<file path="config.mk">
export PLATFORM = sky130hd
export DESIGN_NAME = chunk_sum_alu
export DESIGN_NICKNAME = d
export VERILOG_FILES = /design/src/rtl/chunk_sum_alu.sv
export SDC_FILE = /design/constraint.sdc
export NUM_CORES = 1
export LEC_CHECK = 0
export CAP_MARGIN = 20
export CORE_UTILIZATION = 52
export CTS_CLUSTER_SIZE = 24
export DETAILED_ROUTE_END_ITERATION = 7
export PLACE_DENSITY = 0.87
export SLEW_MARGIN = 25
export SYNTH_ARGS = -nofsm -noshare
export SYNTH_HDL_FRONTEND = slang
export SYNTH_SLANG_ARGS = --single-unit
</file>
<file path="constraint.sdc">
create_clock -name clk -period 5.05 [get_ports clk]
set_input_delay 1.01 -clock clk [delete_from_list [all_inputs] [get_ports clk]]
set_output_delay 1.01 -clock clk [all_outputs]
set_load 0.02 [all_outputs]
</file>
<file path="src/rtl/chunk_sum_alu.sv">
// -----------------------------------------------------------------------------
// chunk_sum_alu
//
// Multi-cycle adder/subtractor. It adds CHUNK bits per clock and keeps a
// registered carry between chunks, so the carry path is never longer than
// CHUNK bits. An operation takes N = WIDTH/CHUNK RUN cycles followed by one
// DONE cycle. A start/busy/done handshake sequences it.
//
// State | Meaning
// ------+-------------------------------------------------------------------
// IDLE  | waiting for start; result and flags hold the last operation
// RUN   | adding chunk idx_q; busy = 1
// DONE  | result and flags valid; done = 1; start here chains immediately
//
// Parameters
//   WIDTH    operand/result width; must be a multiple of CHUNK
//   CHUNK    bits processed per clock (1 <= CHUNK <= WIDTH)
//
// Ports
//   clk       clock, rising edge
//   reset     asynchronous active-high reset
//   start     launch an operation; only sampled in IDLE or DONE
//   sub       0 = A + B + Cin, 1 = A - B (sampled with start)
//   Cin       carry-in for add; ignored when sub = 1
//   A, B      operands (sampled with start)
//   busy      high while chunks are being added
//   done      single-cycle pulse; result and flags valid
//   result    sum/difference, held until the next accepted start
//   Cout      carry out of the MSB (for subtract, 1 = no borrow)
//   overflow  signed overflow (carry into MSB xor carry out of MSB)
//   zero      result == 0
//
// Build option
//   CHUNK_SUM_SAT_EN  when defined, a signed overflow saturates result to the
//                     largest positive or most negative value according to
//                     the sign of A. zero follows the saturated value, while
//                     overflow and Cout still report the raw condition.
//                     When undefined, result is the wrapped value and no
//                     saturation logic is built.
// -----------------------------------------------------------------------------
module chunk_sum_alu #(
    parameter int WIDTH = 32,
    parameter int CHUNK = 8
) (
    input  logic             clk,
    input  logic             reset,
    input  logic             start,
    input  logic             sub,
    input  logic             Cin,
    input  logic [WIDTH-1:0] A,
    input  logic [WIDTH-1:0] B,
    output logic             busy,
    output logic             done,
    output logic [WIDTH-1:0] result,
    output logic             Cout,
    output logic             overflow,
    output logic             zero
);

    localparam int N     = WIDTH / CHUNK;
    localparam int IDX_W = (N > 1) ? $clog2(N) : 1;
    localparam logic [IDX_W-1:0] LAST_IDX = IDX_W'(N - 1);

    typedef enum logic [1:0] {
        S_IDLE = 2'd0,
        S_RUN  = 2'd1,
        S_DONE = 2'd2
    } state_t;

    state_t           state;
    logic [WIDTH-1:0] a_q;
    logic [WIDTH-1:0] b_q;        // B already inverted for subtract
    logic             carry_q;
    logic [IDX_W-1:0] idx_q;

    logic [CHUNK-1:0] chunk_a;
    logic [CHUNK-1:0] chunk_b;
    logic [CHUNK:0]   chunk_sum;
    logic             last_chunk;
    logic             msb_carry_in;
    logic             raw_ovf;
    logic [WIDTH-1:0] raw_full;
    logic [WIDTH-1:0] final_full;

    always_comb begin
        chunk_a    = a_q[idx_q*CHUNK +: CHUNK];
        chunk_b    = b_q[idx_q*CHUNK +: CHUNK];
        chunk_sum  = {1'b0, chunk_a} + {1'b0, chunk_b} + {{CHUNK{1'b0}}, carry_q};
        last_chunk = (idx_q == LAST_IDX);

        // Sum bit = a ^ b ^ carry-in, so the carry into the chunk MSB can be
        // recovered from the sum bit without a separate (CHUNK-1)-bit adder.
        // This also covers CHUNK = 1, where it equals carry_q.
        msb_carry_in = chunk_sum[CHUNK-1] ^ chunk_a[CHUNK-1] ^ chunk_b[CHUNK-1];
        raw_ovf      = msb_carry_in ^ chunk_sum[CHUNK];

        // Result was cleared at start and chunks are filled LSB first, so on
        // the last chunk this is the complete wrapped value.
        raw_full = result;
        raw_full[idx_q*CHUNK +: CHUNK] = chunk_sum[CHUNK-1:0];

        final_full = raw_full;
`ifdef CHUNK_SUM_SAT_EN
        // Signed overflow can only happen when the true result has A's sign,
        // so A's sign selects the saturation rail for both add and subtract.
        if (raw_ovf) begin
            final_full = a_q[WIDTH-1] ? {1'b1, {(WIDTH-1){1'b0}}}
                                      : {1'b0, {(WIDTH-1){1'b1}}};
        end
`endif
    end

    always_ff @(posedge clk or posedge reset) begin
        if (reset) begin
            state    <= S_IDLE;
            a_q      <= '0;
            b_q      <= '0;
            carry_q  <= 1'b0;
            idx_q    <= '0;
            result   <= '0;
            Cout     <= 1'b0;
            overflow <= 1'b0;
            zero     <= 1'b0;
            busy     <= 1'b0;
            done     <= 1'b0;
        end else begin
            case (state)
                S_IDLE, S_DONE: begin
                    if (start) begin
                        a_q     <= A;
                        b_q     <= B ^ {WIDTH{sub}};
                        carry_q <= sub ? 1'b1 : Cin;
                        idx_q   <= '0;
                        result  <= '0;
                        state   <= S_RUN;
                        busy    <= 1'b1;
                        done    <= 1'b0;
                    end else begin
                        state <= S_IDLE;
                        done  <= 1'b0;
                    end
                end

                S_RUN: begin
                    if (last_chunk) begin
                        result   <= final_full;
                        Cout     <= chunk_sum[CHUNK];
                        overflow <= raw_ovf;
                        zero     <= (final_full == '0);
                        state    <= S_DONE;
                        busy     <= 1'b0;
                        done     <= 1'b1;
                    end else begin
                        result  <= raw_full;
                        carry_q <= chunk_sum[CHUNK];
                        idx_q   <= idx_q + IDX_W'(1);
                    end
                end

                default: begin
                    state <= S_IDLE;
                    busy  <= 1'b0;
                    done  <= 1'b0;
                end
            endcase
        end
    end

endmodule
</file>
-- Yosys cells after proc, flatten, opt, wreduce, memory -nomap -nowiden
Index checks and enable logic that the tools add are counted.
- $add $sub $neg: 4
- multiply operators: 0
- divide/modulo/power cells: 0
- order comparisons: 0
- equal/unequal tests: 6
- shift operators: 4
- muxes and demuxes: 18
- bitwise operators: 4
- reductions and logical operators: 9
- operators with widths (cell ; count):
    32-bit one-hot mux with 2 select lines ; 1
    32-bit by 6-bit variable part select with 8-bit output ; 2
    5-bit negation with 34-bit output ; 1
    8-bit by 34-bit variable shift with 32-bit output, first input constant ; 1
    8-bit by 34-bit variable part select with 32-bit output ; 1
    32-bit bitwise mux ; 1
    32-bit zero test ; 1
    32-bit two-way mux ; 1
    32-bit XOR ; 1
    8-bit by 8-bit adder with 9-bit output ; 1
    9-bit by 1-bit adder with 9-bit output ; 1
    1-bit two-way mux ; 8
    2-bit one-hot mux with 2 select lines ; 2
    2-bit AND reduction ; 4
    2-bit two-way mux ; 3
    2-bit inequality test, second input constant ; 3
    2-bit == test, second input constant ; 2
    1-bit one-hot mux with 2 select lines ; 2
    3-bit AND reduction ; 1
    1-bit XOR ; 3
    2-bit by 1-bit adder with 2-bit output, second input constant ; 1
    2-bit by 1-bit == test with 1-bit output, second input constant ; 1
    2-bit zero test ; 1
    2-bit nonzero test ; 1
    2-bit OR reduction ; 1
- register bits after elaboration: 106
- bits in latches: 0
- bits in writable memories: 0
- memory bits (read-only): 0
- input port bits: 69
- output and inout bits: 37
- logic and storage cells: 56
- memories kept: 0

-- Logic depth before layout (Yosys ltp)
- depth after elaboration: 6
- depth in mapped cells: 11
- depth with buffers taken out: 9

-- Worst setup path after synthesis
No wires, ideal clock.
- path kind: reg2reg
- start point: register idx_q[0]
- end point: register zero
- library setup time: 0.121 ns
- arrival: 3.465 ns
- data required time: 4.929 ns
- path slack: 1.465 ns
- cell stages (with the launch flop): 12
- path buffers: 2
- period minus slack after synthesis: 3.585 ns
- path through: dfrtp_1 -> buf_6 -> buf_4 -> mux4_2 -> fa_1 -> fa_1 -> a211o_1 -> a211o_1 -> a221oi_1 -> a21oi_1 -> or4b_1 -> o21ai_1
- word-level cells in the longest chain between the ends: 6
- elaborated cells on any way between the ends: 11
- classes of those cells: 3 x add/sub; 1 x eq/ne; 4 x shift; 1 x mux; 2 x reduce/logical
- ends and longest elaborated chain (what ; line ; RTL):
    from (decl) ; 74 ; logic [IDX_W-1:0] idx_q;
    from (signal assigned) ; 156 ; idx_q <= idx_q + IDX_W'(1);
    32-bit by 6-bit variable part select with 8-bit output (on tied branches) ; 86, 87 ;
    8-bit by 8-bit adder with 9-bit output ; 88 ; chunk_sum = {1'b0, chunk_a} + {1'b0, chunk_b} + {{CHUNK{1'b0}}, carry_q};
    9-bit by 1-bit adder with 9-bit output ; 88 ;
    8-bit by 34-bit variable part select with 32-bit output ; 100 ; raw_full[idx_q*CHUNK +: CHUNK] = chunk_sum[CHUNK-1:0];
    32-bit bitwise mux ; 100 ;
    32-bit zero test ; 149 ; zero <= (final_full == '0);
    to (signal assigned) ; 149 ;
    to (decl) ; 57 ; output logic zero
Several ways; a longest one is shown, not always the timed one.
A chain may end at the register's enable or synchronous reset.

-- Final worst setup path
Same ends and word-level chain as after synthesis.

==> impl_metrics.env <==
export IMPL_r2r_start="idx_q[0]"
export IMPL_synth_fp_nets=581
export IMPL_drc_errors=1
export IMPL_worstPathRequired_ns=5.32
export IMPL_synth_edf_count=0
export IMPL_cp_start_kind="flip-flop"
export IMPL_clkSlewWorstSetupHoldPaths_ns=0.10
export IMPL_synth_seq_area_share=0.504
export IMPL_period_share=0.825
export IMPL_cap_violations=0
export IMPL_drive_gt1_frac=0.0739
export IMPL_routed_wl_um=12300
export IMPL_tritoncts="yes"
export IMPL_whs_endpoint="a_q[15]"
export IMPL_gp_congestion=0.873
export IMPL_vias=4119
export IMPL_ctsHoldBuffers=0
export IMPL_synth_top_area_cell="dfrtp_1"
export IMPL_grtUsageTotal=0.254
export IMPL_post_cts_resized=0
export IMPL_postCtsSetupBuffers=0
export IMPL_criticalPathCategory="reg -> reg"
export IMPL_die_h_um=102
export IMPL_cp_data_arrival_time_ns=4.43
export IMPL_hold_depth=2
export IMPL_root_buffer="clkbuf_8"
export IMPL_synth_ff_type="dfrtp_1"
export IMPL_clkLatencyLatePin_ns=0.37
export IMPL_routedWlPerCell_um=16.9
export IMPL_yosys_warnings=0
export IMPL_worstPathMaxFanout=13
export IMPL_synthDistinctLibCells=52
export IMPL_tns_ns=0
export IMPL_grt_pass1_vias=4095
export IMPL_fin_ws_ns=0.885
export IMPL_synthTopCellsByArea="dfrtp_1 (50%), nand2_1 (9.9%), mux4_2 (6.5%)"
export IMPL_dieArea_um2=10400
export IMPL_hpwl_um=9100
export IMPL_hold_viol=0
export IMPL_mappedNetlistArea_um2=5210
export IMPL_setup_violations_final=0
export IMPL_reg2reg_to="zero"
export IMPL_row_count=36
export IMPL_ys_ff_latch=105
export IMPL_cts_buffer_depth=2
export IMPL_antenna_found_initial=0
export IMPL_synth_top_cell_area_share=0.504
export IMPL_status="complete, but fails checks"
export IMPL_core_um2=9730
export IMPL_overflow=0
export IMPL_async_flop_share=1.00
export IMPL_yosysMostFrequentCell="nand2_1"
export IMPL_yosys_top_cells_count="nand2_1 (138), dfrtp_1 (105), o21ai_0 (37), xnor2_1 (34), a22o_1 (31)"
export IMPL_antenna_left=0
export IMPL_peakVddDrop_v=0.000400
export IMPL_max_slew_margin=0.399
export IMPL_preCtsSetupSlack_ns=0.872
export IMPL_ff2ff_path_depth=9
export IMPL_skew_ns=0.0117
export IMPL_port_buffers=105
export IMPL_drt_iter0_drc=192
export IMPL_worstMarginPinSlew_ns=0.901
export IMPL_rsz0062_at_grt="false"
export IMPL_r2r_slack_ns=0.89
export IMPL_grt_max_degree=73
export IMPL_cts_htree_levels=3
export IMPL_min_period_ns=4.16
export IMPL_die_w_um=102
export IMPL_p_leak_uw=0.00297
export IMPL_antennaDiodeCount=0
export IMPL_cts_buffers=9
export IMPL_grt_pass1_wl_um=20000
export IMPL_max_freq_mhz=240
export IMPL_drv_slew=0
export IMPL_start_util=0.536
export IMPL_post_dp_cell_area_um2=6340
export IMPL_cts_sinks=105
export IMPL_violations="design-rule violations"
export IMPL_viasPerCell=5.66
export IMPL_area_growth_syn_to_layout_pct=25.7
export IMPL_hp_class="reg -> reg"
export IMPL_power_density_nw_per_um2=739
export IMPL_dr_pass1_iters=7
export IMPL_synthCells=497
export IMPL_crit_path_end_kind="flip-flop"
export IMPL_ios=106
export IMPL_nets=674
export IMPL_final_area_um2=6550
export IMPL_holdCritStartpoint="a_q[15]"
export IMPL_syn_avg_cell_area_um2=10.5
[final cells by class]
cell class / instances / area (µm²)
fill: 744 / 3180
sequential: 105 / 2630
multi-input combinational: 354 / 2430
timing repair buffer: 109 / 1080
tap: 133 / 166
clock buffer: 11 / 141
clock inverter: 5 / 63.8
inverter: 11 / 43.8
[kinds of logic (layout without fill, tap and decap cells)]
group,count (synthesis),after routing,share of synthesized area
buffers and inverters,38,136,0.0302
muxes,16,16,0.0699
adders and majority gates,15,15,0.0389
AOI/OAI and AO/OA,110,110,0.149
DFF,105,105,0.504
and+or+nand+nor,176,176,0.144
xor gates and xnor gates,37,37,0.0648
[worst max-delay path, cell delays in order (launching register included)]
cell and delay [ns]:
dfrtp_1 0.81, mux4_2 0.60, fa_1 0.44, fa_1 0.43, a211o_1 0.36, a211o_1 0.29
a221oi_1 0.72, a21oi_1 0.15, or4b_1 0.20, o21ai_1 0.05
[worst max path at each step]
stage,from,endpoint,cells past startpoint
floorplan,reset,Cout,1
global placement,idx_q[0],zero,9
detailed placement,idx_q[0],zero,9
CTS,idx_q[0],zero,9
global route,idx_q[0],zero,9
finish,idx_q[0],zero,9
[per-layer routing]
metal	wire length, µm	share of wire	track usage	up-vias
met2	6270	0.51	0.443	164
li1	-	-	-	1919
met4	243	0.020	0.0890	0
met1	5060	0.41	0.318	2015
met3	728	0.059	0.0479	21
met5	0	0	0	-
[layout by cell type, fill, tap and decap left out, types with 2 or more instances in the layout]
cell type,count
a211o_1,2
nand2b_1,3
mux4_2,15
nor4_1,5
clkinv_4,2
inv_1,10
nor2b_1,3
buf_4,4
nand3_1,3
o21ai_1,2
nor3_1,5
nor2_1,9
o21ai_0,37
o21a_1,2
a21oi_1,15
xnor2_1,34
o31ai_1,3
a21o_1,4
dfrtp_1,105
xor2_1,2
nand2_1,138
ha_1,13
fa_1,2
a22o_1,31
clkbuf_8,10
clkdlybuf4s50_1,104
[per-stage QoR]
stage	hold WS, ns	instances	power, µW	util
final	0.481	728	4840	0.673
after global routing	0.500	728	5140	0.673
after CTS	0.484	728	4830	0.673
after detailed placement	0.461	712	4270	0.652
after global placement	0.456	712	4140	0.652
after floorplan	0.437	497	3370	-
[state kept, by name (all words and copies together) (netlist names)]
register,cells
idx_q,2
zero,1
a_q,32
busy,1
overflow,1
Cout,1
state,1
carry_q,1
done,1
b_q,32
result,32
[power breakdown]
group	internal, µW	switching, µW
registers	1190	281
logic	1190	1630
clock network	247	294
(Power assumes the default switching activity.)
